**config.mk**
```make
export PLATFORM = sky130hd
export DESIGN_NAME = irq_trap_ctrl
export DESIGN_NICKNAME = d
export VERILOG_FILES = /design/src/rtl/irq_trap_ctrl.sv
export SDC_FILE = /design/constraint.sdc
export NUM_CORES = 1
export LEC_CHECK = 0
export ABC_CLOCK_PERIOD_IN_PS = 3080
export CAP_MARGIN = 20
export CORE_ASPECT_RATIO = 1.2
export CORE_MARGIN = 1.5
export CORE_UTILIZATION = 33
export CTS_CLUSTER_SIZE = 25
export DETAILED_ROUTE_END_ITERATION = 10
export GPL_ROUTABILITY_DRIVEN = 0
export PLACE_DENSITY = 0.84
export SYNTH_ARGS = -nofsm -noshare
export SYNTH_HDL_FRONTEND = slang
export SYNTH_SLANG_ARGS = --single-unit
```
**constraint.sdc**
```tcl
create_clock -name clk_i -period 3.08 [get_ports clk_i]
set_input_delay 0.308 -clock clk_i [delete_from_list [all_inputs] [get_ports clk_i]]
set_output_delay 0.308 -clock clk_i [all_outputs]
set_load 0.01 [all_outputs]
```
**src/rtl/irq_trap_ctrl.sv**
```systemverilog
// irq_trap_ctrl: trap sequencer between the CLINT, the CSR file and execute.
// Takes timer/software interrupts, writes mepc/mcause/mstatus on consecutive
// cycles, then redirects fetch to mtvec. Also sequences mret.
//
// state         | meaning
// --------------+--------------------------------------------------------
// S_IDLE        | watching for a taken interrupt or an mret in execute
// S_WR_MEPC     | writing mepc with the latched trap PC
// S_WR_MCAUSE   | writing mcause with the latched cause
// S_WR_MSTATUS  | writing mstatus: MPIE<=MIE, MIE<=0, MPP<=M
// S_JUMP        | redirecting fetch to the mtvec target
// S_MRET_MSTAT  | writing mstatus: MIE<=MPIE, MPIE<=1
// S_MRET_JUMP   | redirecting fetch to mepc

module irq_trap_ctrl #(
    parameter int DATA_WIDTH = 32
) (
    input  logic                  clk_i,
    input  logic                  rst_i,
    input  logic                  timer_irq_i,
    input  logic                  software_irq_i,
    input  logic                  inst_valid_i,
    input  logic [DATA_WIDTH-1:0] inst_addr_i,
    input  logic                  mret_i,
    input  logic [DATA_WIDTH-1:0] mstatus_i,
    input  logic [DATA_WIDTH-1:0] mie_i,
    input  logic [DATA_WIDTH-1:0] mtvec_i,
    input  logic [DATA_WIDTH-1:0] mepc_i,
    output logic                  hold_o,
    output logic                  csr_we_o,
    output logic [11:0]           csr_waddr_o,
    output logic [DATA_WIDTH-1:0] csr_wdata_o,
    output logic                  jump_o,
    output logic [DATA_WIDTH-1:0] jump_addr_o
);

    localparam logic [11:0] CSR_MSTATUS = 12'h300;
    localparam logic [11:0] CSR_MEPC    = 12'h341;
    localparam logic [11:0] CSR_MCAUSE  = 12'h342;

    localparam logic [DATA_WIDTH-1:0] CAUSE_SW = {1'b1, (DATA_WIDTH-1)'(3)};
    localparam logic [DATA_WIDTH-1:0] CAUSE_TM = {1'b1, (DATA_WIDTH-1)'(7)};

    typedef enum logic [2:0] {
        S_IDLE       = 3'd0,
        S_WR_MEPC    = 3'd1,
        S_WR_MCAUSE  = 3'd2,
        S_WR_MSTATUS = 3'd3,
        S_JUMP       = 3'd4,
        S_MRET_MSTAT = 3'd5,
        S_MRET_JUMP  = 3'd6
    } state_t;

    state_t                r_state;
    logic [DATA_WIDTH-1:0] r_pc;
    logic [DATA_WIDTH-1:0] r_cause;

    logic                  w_idle;
    logic                  w_pend_sw;
    logic                  w_pend_tm;
    logic                  w_take;
    logic                  w_mret_go;
    logic [DATA_WIDTH-1:0] w_mst_trap;
    logic [DATA_WIDTH-1:0] w_mst_mret;
    logic [DATA_WIDTH-1:0] w_base;
    logic [DATA_WIDTH-1:0] w_trap_target;
    logic                  w_unused;

    assign w_idle    = (r_state == S_IDLE);
    assign w_pend_sw = software_irq_i & mie_i[3];
    assign w_pend_tm = timer_irq_i & mie_i[7];
    assign w_take    = w_idle & inst_valid_i & mstatus_i[3] & (w_pend_sw | w_pend_tm);
    // An interrupt wins over a simultaneous mret; the mret re-executes later.
    assign w_mret_go = w_idle & inst_valid_i & mret_i & ~w_take;

    assign w_unused = ^{mie_i[DATA_WIDTH-1:8], mie_i[6:4], mie_i[2:0],
                        r_cause[DATA_WIDTH-1:DATA_WIDTH-2]};

    // mstatus images written on trap entry and on mret.
    always_comb begin
        w_mst_trap        = mstatus_i;
        w_mst_trap[7]     = mstatus_i[3];
        w_mst_trap[3]     = 1'b0;
        w_mst_trap[12:11] = 2'b11;
        w_mst_mret        = mstatus_i;
        w_mst_mret[3]     = mstatus_i[7];
        w_mst_mret[7]     = 1'b1;
    end

    // Trap target: vectored only for mode 1; modes 0/2/3 are direct.
    // Offset is 4*cause[DW-2:0] modulo 2^DW, so only cause[DW-3:0] matters.
    always_comb begin
        w_base = {mtvec_i[DATA_WIDTH-1:2], 2'b00};
        if (mtvec_i[1:0] == 2'b01) begin
            w_trap_target = w_base + {r_cause[DATA_WIDTH-3:0], 2'b00};
        end else begin
            w_trap_target = w_base;
        end
    end

    // Sequencer state, trap PC and cause latches.
    always_ff @(posedge clk_i or negedge rst_i) begin
        if (!rst_i) begin
            r_state <= S_IDLE;
            r_pc    <= '0;
            r_cause <= '0;
        end else begin
            case (r_state)
                S_IDLE: begin
                    if (w_take) begin
                        r_pc    <= inst_addr_i;
                        r_cause <= w_pend_sw ? CAUSE_SW : CAUSE_TM;
                        r_state <= S_WR_MEPC;
                    end else if (w_mret_go) begin
                        r_state <= S_MRET_MSTAT;
                    end
                end
                S_WR_MEPC:    r_state <= S_WR_MCAUSE;
                S_WR_MCAUSE:  r_state <= S_WR_MSTATUS;
                S_WR_MSTATUS: r_state <= S_JUMP;
                S_JUMP:       r_state <= S_IDLE;
                S_MRET_MSTAT: r_state <= S_MRET_JUMP;
                S_MRET_JUMP:  r_state <= S_IDLE;
                default:      r_state <= S_IDLE;
            endcase
        end
    end

    // Moore decode of the CSR write port and fetch redirect; zero when idle.
    always_comb begin
        csr_we_o    = 1'b0;
        csr_waddr_o = '0;
        csr_wdata_o = '0;
        jump_o      = 1'b0;
        jump_addr_o = '0;
        case (r_state)
            S_WR_MEPC: begin
                csr_we_o    = 1'b1;
                csr_waddr_o = CSR_MEPC;
                csr_wdata_o = r_pc;
            end
            S_WR_MCAUSE: begin
                csr_we_o    = 1'b1;
                csr_waddr_o = CSR_MCAUSE;
                csr_wdata_o = r_cause;
            end
            S_WR_MSTATUS: begin
                csr_we_o    = 1'b1;
                csr_waddr_o = CSR_MSTATUS;
                csr_wdata_o = w_mst_trap;
            end
            S_JUMP: begin
                jump_o      = 1'b1;
                jump_addr_o = w_trap_target;
            end
            S_MRET_MSTAT: begin
                csr_we_o    = 1'b1;
                csr_waddr_o = CSR_MSTATUS;
                csr_wdata_o = w_mst_mret;
            end
            S_MRET_JUMP: begin
                jump_o      = 1'b1;
                jump_addr_o = mepc_i;
            end
            default: begin
                csr_we_o = 1'b0;
            end
        endcase
    end

    // Stall covers the detect cycle combinationally; forced low in reset.
    assign hold_o = rst_i & (w_take | (w_idle & inst_valid_i & mret_i) | ~w_idle);

endmodule

```
==> flow_metrics.py <==
metrics = {
    "power_and_ir_drop": {
        "peakVddDrop_mv": 0.566,
        "p_seq_share_pct": 25.7,
        "power.density_nw_per_um2": 604,
        "p_sw_mw": 1.24,
        "p_comb_share_pct": 64.4,
        "switching_share_pct": 37.4,
        "leakage_nw": 2.27,
        "power_mw": 3.33,
        "intPower_mw": 2.08,
        "power_frac_clock_pct": 9.9,
    },
    "timing": {
        "fin_crit_ns": 2.99,
        "clock_skew_ns": 0.00804,
        "fin_ws_ns": 0.0943,
        "setup_tns_ns": 0,
        "fmaxAchievable_mhz": 335,
        "rsz0062_at_grt": "true",
        "setup_viol": 0,
        "fin_crit_sh_pct": 96.9,
        "hold_violations": 0,
        "slew_violations": 0,
    },
    "setup_path": {
        "start_kind": "input port",
        "cp-end-kind": "output pin",
        "arrival_ns": 2.68,
        "reg2reg_slack_ns": 1.06,
        "critPathRequiredTime_ns": 2.77,
        "cp_max_fo": 4,
        "worstSetupPathType": "in2out",
    },
    "drt": {
        "ant_nets": 0,
        "drc": 0,
        "drt-vias-per-instance": 5.14,
        "drt_iter0_drc": 64,
        "wirelength_um": 11200,
        "routedWlPerCell_um": 15.9,
        "vias": 3621,
        "dr.pass1.iters": 4,
    },
    "logic_synthesis": {
        "ys_dominant_reg_cell": "dfrtp_1",
        "yosys-top-cells-count": "55 x nand2_1, 37 x dfrtp_1, 35 x o21ai_0",
        "syn_inst": 354,
        "synthAdderAreaFrac_pct": 1.92,
        "synth_top_family_by_area": "simple AND/OR/NAND/NOR gates",
        "synth-simple-area-share_pct": 23.0,
        "syn_area_per_cell_um2": 8.46,
        "ys_seq_area_share_pct": 30.9,
        "synthTopCellsByArea": "dfrtp_1 31%, mux2_2 12%, a22o_1 7.3%",
        "netlist.area_leader.share_pct": 30.9,
        "synth_warnings": 0,
        "syn-cell-area_um2": 2990,
        "synthDistinctLibCells": 45,
        "synth_mux_area_share_pct": 13.1,
        "ys_ff_latch": 37,
        "yosysTopAreaCell": "dfrtp_1",
        "synthArstFlopShare_pct": 100,
        "synth_edf_count": 0,
        "synth-compound-area-share_pct": 17.7,
        "yosysMostFrequentCell": "nand2_1",
        "synth_xor_area_share_pct": 7.02,
    },
    "grt": {
        "use_met1_pct": 24.0,
        "overflow": 0,
        "grt_pass1_wl_um": 18200,
        "grt_pass1_vias": 3841,
        "gr-usage-met2_pct": 43.0,
        "met3_usage_pct": 8.83,
        "grt_usage_pct": 23.2,
        "grt.busiest_layer": "met2",
        "grt_max_degree": 38,
        "antenna_found_initial": 0,
    },
    "layout": {
        "syn_to_final_growth_pct": 84.1,
        "drive_above_1_share_pct": 17.7,
        "final_nets": 756,
        "diodes": 0,
        "instances_no_fill": 704,
    },
    "clocking": {
        "clkSinkCount": 37,
        "cts_tree": "done",
        "ctsRootBufferMaster": "clkbuf_8",
        "ctsHtreeMaxLevel": 2,
        "insertion_delay_ns": 0.29,
        "cts.path.max_buffers": 2,
        "clk_pin_slew_worst_paths_ns": 0.08,
        "numCtsBuffers": 5,
    },
    "placement": {
        "hpwl_um": 8870,
        "dp_slack_ns": -0.309,
        "dpl.cell_count": 695,
        "io_buffers": 207,
    },
    "die": {
        "fp.dieW_um": 90.0,
        "start_util_pct": 34.4,
        "core_um2": 8700,
        "die_y_um": 107,
        "die_area_um2": 9660,
        "rows": 37,
        "io_pins": 245,
    },
    "status": {
        "status": "complete, no violations",
    },
    "hold_path": {
        "worstHoldPathType": "in2async",
    },
    "run": {
        "maxCapViolCount": 0,
    },
}
-- worst max-delay path, cell delays in order --
cell and delay [ns]:
clkdlybuf4s50_1 0.49, ha_2 0.18, buf_4 0.10, a211o_1 0.13, nand4_1 0.15, or4_4 0.46, buf_4 0.16, or4_1 0.45
nand3_1 0.09, buf_2 0.14
-- logic make-up after synthesis --
logic type / Yosys count
AOI/OAI and AO/OA: 79
xor gates and xnor gates: 24
adders and majority gates: 4
buffers and inverters: 40
DFF: 37
muxes: 35
other: 1
and+or+nand+nor: 134
-- worst paths after layout --
kind | start | to | cells after the start
max | mtvec_i[2] | jump_addr_o[31] | 10
min | rst_i | r_pc[16] | 2
max reg2reg | r_state[2] | r_state[2] | 7
min reg2reg | r_pc[2] | r_pc[2] | 1
max in group asynchronous | rst_i | r_pc[14] | 2
min in group clk_i | r_pc[2] | r_pc[2] | 1
-- registers in the layout, summed over array words and instances (netlist names) --
| signal | flops |
|---|---|
| r_pc | 32 |
| r_state | 3 |
| r_cause | 2 |
-- through the flow --
step | hold slack, ns | utilization [%] | cell area [µm²]
detailed placement | 0.399 | 61.9 | 5390
CTS | 0.0791 | 63.1 | 5490
global route | 0.111 | 63.3 | 5510
global placement | 0.401 | 61.9 | 5390
finish | 0.0683 | 63.3 | 5510
floorplan | 0.0124 | - | 3020
-- area by class of cell --
class | count | area, µm²
timing repair buffer | 249 | 2360
clock buffer | 5 | 68.8
multi-input combinational | 283 | 1960
tap | 117 | 146
clock inverter | 3 | 17.5
inverter | 10 | 37.5
fill | 718 | 3190
sequential | 37 | 926
-- placed cells by master, fill, tap and decap left out, types with 11 or more instances in the layout --
cell type	n
clkdlybuf4s50_1	189
a22o_1	25
buf_4	42
nand2_1	55
o21ai_0	34
dlygate4sd2_1	12
nor2_1	12
nand3_1	11
xnor2_1	21
dfrtp_1	37
mux2_2	33
-- metal layers --
layer / wire, µm / share of wire (%)
met3: 1220 / 11
met4: 269 / 2.4
met5: 0 / 0
met1: 4030 / 36
met2: 5680 / 51
-- power by group through the flow --
stage	logic, mW	clock network [mW]	registers (mW)
floorplan	1.09	0	0.804
global placement	2.13	0	0.844
detailed placement	2.17	0	0.861
CTS	2.16	0.341	0.852
global route	2.32	0.361	0.879
finish	2.14	0.328	0.855
-- repair_timing --
action | 4_1_cts | 5_1_grt
hold buffers | 0 | 0
setup buffers | 1 | 0
setup endpoints to repair | 15 | 16
resized for setup | 24 | 13
pin swaps | 2 | 3
Power figures use the tool's default switching activity.
